<file path="config.mk">
export PLATFORM = sky130hd
export DESIGN_NAME = id_ex_stage
export DESIGN_NICKNAME = d
export VERILOG_FILES = /design/src/rtl/pipe_pkg.sv /design/src/rtl/load_use_detect.sv /design/src/rtl/id_ex_stage.sv
export SDC_FILE = /design/constraint.sdc
export NUM_CORES = 1
export LEC_CHECK = 0
export CAP_MARGIN = 10
export CORE_ASPECT_RATIO = 0.9
export CORE_MARGIN = 4
export CORE_UTILIZATION = 36
export CTS_CLUSTER_SIZE = 25
export DETAILED_ROUTE_END_ITERATION = 16
export PLACE_DENSITY = 0.8
export SLEW_MARGIN = 20
export SYNTH_ARGS = -nofsm -noshare
export SYNTH_HDL_FRONTEND = slang
export SYNTH_SLANG_ARGS = --single-unit
</file>
<file path="constraint.sdc">
create_clock -name clk -period 2.6 [get_ports clk]
set_input_delay 0.26 -clock clk [delete_from_list [all_inputs] [get_ports clk]]
set_output_delay 0.26 -clock clk [all_outputs]
set_load 0.1 [all_outputs]
</file>
<file path="src/rtl/pipe_pkg.sv">
// Shared pipeline types: the decoded control bundle carried from ID into EX,
// plus the encodings used by the decoder's alu_op and mem_to_reg fields.
package pipe_pkg;

  typedef struct packed {
    logic       reg_dst;
    logic       branch;
    logic       jump;
    logic       mem_read;
    logic [1:0] mem_to_reg;
    logic       mem_write;
    logic       alu_src;
    logic       reg_write;
    logic [1:0] alu_op;
  } ctrl_t;

  localparam ctrl_t CTRL_NOP = '0;

  localparam logic [1:0] ALUOP_ADD   = 2'b00;
  localparam logic [1:0] ALUOP_SUB   = 2'b01;
  localparam logic [1:0] ALUOP_FUNCT = 2'b10;
  localparam logic [1:0] ALUOP_IMM   = 2'b11;

  localparam logic [1:0] MTR_ALU = 2'b00;
  localparam logic [1:0] MTR_MEM = 2'b01;
  localparam logic [1:0] MTR_LUI = 2'b10;

endpackage

</file>
<file path="src/rtl/load_use_detect.sv">
// Load-use hazard detector: flags an ID instruction that reads the register
// a load currently in EX is about to write. Purely combinational.
module load_use_detect
  import pipe_pkg::*;
#(
  parameter int RW = 5
) (
  input  logic          ex_mem_read,
  input  logic [RW-1:0] ex_rt,
  input  logic [RW-1:0] id_rs,
  input  logic [RW-1:0] id_rt,
  output logic          haz
);

  // Register zero is hardwired, so a load targeting it never creates a dependency.
  assign haz = ex_mem_read && (ex_rt != '0) && ((ex_rt == id_rs) || (ex_rt == id_rt));

endmodule

</file>
<file path="src/rtl/id_ex_stage.sv">
// ID/EX pipeline register: registers decoded control and operands into EX,
// inserts a bubble on load-use hazards or flushes, and counts bubbles.
module id_ex_stage
  import pipe_pkg::*;
#(
  parameter int DW   = 32,
  parameter int RW   = 5,
  parameter int CNTW = 16
) (
  input  logic            clk,
  input  logic            rst,
  input  logic            flush_i,
  input  logic            id_reg_dst,
  input  logic            id_branch,
  input  logic            id_jump,
  input  logic            id_mem_read,
  input  logic [1:0]      id_mem_to_reg,
  input  logic            id_mem_write,
  input  logic            id_alu_src,
  input  logic            id_reg_write,
  input  logic [1:0]      id_alu_op,
  input  logic [RW-1:0]   id_rs,
  input  logic [RW-1:0]   id_rt,
  input  logic [RW-1:0]   id_rd,
  input  logic [DW-1:0]   id_rdata1,
  input  logic [DW-1:0]   id_rdata2,
  input  logic [DW-1:0]   id_imm,
  input  logic [DW-1:0]   id_pc4,
  output logic            ex_reg_dst,
  output logic            ex_branch,
  output logic            ex_jump,
  output logic            ex_mem_read,
  output logic [1:0]      ex_mem_to_reg,
  output logic            ex_mem_write,
  output logic            ex_alu_src,
  output logic            ex_reg_write,
  output logic [1:0]      ex_alu_op,
  output logic [RW-1:0]   ex_rs,
  output logic [RW-1:0]   ex_rt,
  output logic [RW-1:0]   ex_rd,
  output logic [DW-1:0]   ex_rdata1,
  output logic [DW-1:0]   ex_rdata2,
  output logic [DW-1:0]   ex_imm,
  output logic [DW-1:0]   ex_pc4,
  output logic            stall_o,
  output logic [CNTW-1:0] bubble_cnt
);

  ctrl_t id_ctrl;
  ctrl_t ex_ctrl;
  logic  haz;
  logic  bubble;

  assign id_ctrl = '{reg_dst:    id_reg_dst,
                     branch:     id_branch,
                     jump:       id_jump,
                     mem_read:   id_mem_read,
                     mem_to_reg: id_mem_to_reg,
                     mem_write:  id_mem_write,
                     alu_src:    id_alu_src,
                     reg_write:  id_reg_write,
                     alu_op:     id_alu_op};

  load_use_detect #(.RW(RW)) u_lud (
    .ex_mem_read (ex_ctrl.mem_read),
    .ex_rt       (ex_rt),
    .id_rs       (id_rs),
    .id_rt       (id_rt),
    .haz         (haz)
  );

  // A flushed instruction is discarded anyway, so holding it would only waste a cycle.
  assign bubble  = haz | flush_i;
  assign stall_o = haz & ~flush_i & ~rst;

  always_ff @(posedge clk) begin
    if (rst) begin
      ex_ctrl   <= CTRL_NOP;
      ex_rs     <= '0;
      ex_rt     <= '0;
      ex_rd     <= '0;
      ex_rdata1 <= '0;
      ex_rdata2 <= '0;
      ex_imm    <= '0;
      ex_pc4    <= '0;
    end else begin
      ex_ctrl   <= bubble ? CTRL_NOP : id_ctrl;
      ex_rs     <= id_rs;
      ex_rt     <= id_rt;
      ex_rd     <= id_rd;
      ex_rdata1 <= id_rdata1;
      ex_rdata2 <= id_rdata2;
      ex_imm    <= id_imm;
      ex_pc4    <= id_pc4;
    end
  end

  always_ff @(posedge clk) begin
    if (rst) begin
      bubble_cnt <= '0;
    end else if (bubble && (bubble_cnt != '1)) begin
      bubble_cnt <= bubble_cnt + CNTW'(1);
    end
  end

  assign ex_reg_dst    = ex_ctrl.reg_dst;
  assign ex_branch     = ex_ctrl.branch;
  assign ex_jump       = ex_ctrl.jump;
  assign ex_mem_read   = ex_ctrl.mem_read;
  assign ex_mem_to_reg = ex_ctrl.mem_to_reg;
  assign ex_mem_write  = ex_ctrl.mem_write;
  assign ex_alu_src    = ex_ctrl.alu_src;
  assign ex_reg_write  = ex_ctrl.reg_write;
  assign ex_alu_op     = ex_ctrl.alu_op;

endmodule

</file>
==> results_dict.tcl <==
set metrics [dict create \
    holdCritPathClass "in -> reg" \
    worstPathMaxFanout 15 \
    fin_crit_sh_pct 84.8 \
    synth_area_leaders "dfxtp_1 (67%), nor2b_1 (18%), xor2_1 (1.7%), and2_1 (1.4%), clkbuf_1 (1.3%)" \
    setup_tns_ps 0 \
    synthAdderAreaFrac_pct 0.246 \
    syn_avg_cell_area_um2 11.6 \
    power_density_mw_per_mm2 769 \
    cpMaxStageDelayCell "or4_1" \
    syn_area_mm2 0.00509 \
    ys_seq_elements 170 \
    outcome "completed" \
    track_usage_pct 18.9 \
    root_buffer "clkbuf_16" \
    totalWireLength_um 15800 \
    drt-initial-drc-count 147 \
    async_flop_share_pct 0 \
    leakage_nw 3.73 \
    insertedDiodeCount 0 \
    slowest_delay_ps 520 \
    grt-ovfl-total 0 \
    die_h_um 121 \
    synthCells 438 \
    viasPerCell 4.35 \
    finalClockSkew_ps 3.11 \
    critPathLaunch "bubble_cnt[0]" \
    io_buffers 327 \
    netlist-cell-type-count 37 \
    wl_per_cell_um 16.4 \
    yosysMostFrequentCell "dfxtp_1" \
    fmaxAchievable_ghz 0.454 \
    clock_latency_ps 410 \
    finish.utilization_pct 63.8 \
    yosys.area_share.simple_pct 25.0 \
    grt_pass1_wl_um 23600 \
    grt_pass1_vias 4175 \
    muxShareOfSynthArea_pct 0.221 \
    setup_viol 0 \
    relSlewSlack_pct 58.4 \
    synth_xor_area_share_pct 2.75 \
    io_pins 328 \
    fin_nets 923 \
    place_area_mm2 0.00814 \
    cts_tree "yes" \
    worst_slew_pin_slew_ps 624 \
    rr_startpoint "bubble_cnt[0]" \
    clockBufferDepth 2 \
    period_needed_ps 2200 \
    yosys-top-cells-count "dfxtp_1 (170), nor2b_1 (144), clkbuf_1 (18)" \
    dp_hpwl_um 12500 \
    crit_required_ps 2940 \
    dieWidth_um 133 \
    ys_seq_area_share_pct 66.8 \
    synth_edf_count 0 \
    die_area_mm2 0.0161 \
    synth_top_area_share_pct 66.8 \
    final_cell_area_mm2 0.00869 \
    rows 40 \
    firstDrtPassIters 4 \
    regToRegEndpoint "bubble_cnt[13]" \
    timing.critical_path.buf_inv 0 \
    drive_gt1_share_pct 27.9 \
    syn-num-nets 596 \
    yosysWarnings 0 \
    core_mm2 0.0136 \
    initial_utilization_pct 37.4 \
    worstPathArrival_ps 2540 \
    drv_slew 0 \
    hold_depth 2 \
    hold_violations 0 \
    setup.worst_path.end_class "flop" \
    hold_buffers 0 \
    grt_max_degree 105 \
    synth_top_family_by_area "simple AND/OR/NAND/NOR gates" \
    antenna_found_initial 0 \
    ant_nets 0 \
    worst_r2r_path_depth 7 \
    synth_compound_area_share_pct 3.12 \
    rsz0062_at_grt "no" \
    clk_pin_slew_ps 60 \
    route.detailed.drc 0 \
    cts_made_buffers 17 \
    pre_cts_ws_ps 155 \
    critPathKind "reg -> reg" \
    holdWs_ps 273 \
    htree_num_levels 4 \
    fillers 1077 \
    hold_path.startpoint "rst" \
    critPathTopFamily "simple AND/OR/NAND/NOR gates" \
    postCtsSetupRepairBufs 0 \
    path_cells "ha_1, and3_1, nand4_2, o32ai_4, or2_4, or4_1, a21oi_1" \
    yosys.area.top_type "dfxtp_1" \
    via_count 4200 \
    cap_violations 0 \
    min_to "bubble_cnt[2]" \
    ctsResizeCount 0 \
    synth-main-ff-cell "dfxtp_1" \
    gp_congestion 0.838 \
    setup_ws_ps 396 \
    area_delta_synth_final_pct 70.6 \
    cts.sinks 170 \
    critPathLaunchType "flop" \
    peakVddDrop_uv 600 \
    ff2ff_setup_slack_ps 400 \
]
[per-layer routing]
| layer | wire length (um) | GRT usage, % | vias to the layer above |
|---|---|---|---|
| met2 | 8350 | 33.2 | 175 |
| met1 | 6070 | 21.5 | 1949 |
| met4 | 397 | 8.03 | 0 |
| met5 | 0 | 0 | - |
| li1 | - | - | 2047 |
| met3 | 993 | 5.56 | 29 |
[cell usage in the layout (no fill, tap or decap), drive strengths merged, types with 6 or more instances in the layout]
master         instances
inv                    6
or4                    6
clkbuf                20
nand2                  8
dfxtp                170
nor3                   6
buf                  174
and2                  11
clkdlybuf4s50        155
xor2                  10
nor2                  14
a21oi                  9
nor2b                144
xnor2                  6
[stage by stage]
stage | cells | power, mW
floorplan | 438 | 3.92
global placement | 935 | 4.39
detailed placement | 935 | 4.40
CTS | 966 | 6.74
global route | 966 | 6.91
finish | 966 | 6.68
[cells by family (layout without fill, tap and decap cells)]
| kind of cell | Yosys count | count (layout) |
|---|---|---|
| buffers and inverters | 22 | 361 |
| flip-flops | 170 | 170 |
| XOR/XNOR | 16 | 16 |
| AO/OA/AOI/OAI | 21 | 21 |
| multiplexers | 1 | 1 |
| adder cells (fa/ha/maj) | 1 | 1 |
| AND/OR/NAND/NOR | 207 | 207 |
[where the power goes]
| group | total (mW) | internal [mW] | switching (mW) |
|---|---|---|---|
| sequential | 2.78 | 2.73 | 0.0469 |
| combinational | 1.56 | 0.440 | 1.12 |
| clock | 2.34 | 1.31 | 1.03 |
[area by class of cell]
type                       count  area [um^2]  area share (%)
timing repair buffer         329         2880            33.2
inverter                       1         3.75          0.0432
clock inverter                11         86.3           0.994
tap                          189          236            2.72
clock buffer                  20          467            5.37
sequential                   170         3410            39.2
multi-input combinational    246         1610            18.5
[how the worst max path moves through the flow]
stage | to | slack (ps) | cells past startpoint
global placement | bubble_cnt[15] | 250 | 7
global route | bubble_cnt[15] | 280 | 7
detailed placement | bubble_cnt[15] | 160 | 7
finish | bubble_cnt[13] | 400 | 7
CTS | bubble_cnt[13] | 400 | 7
floorplan | stall_o | -110 | 5
(Power assumes the default switching activity.)
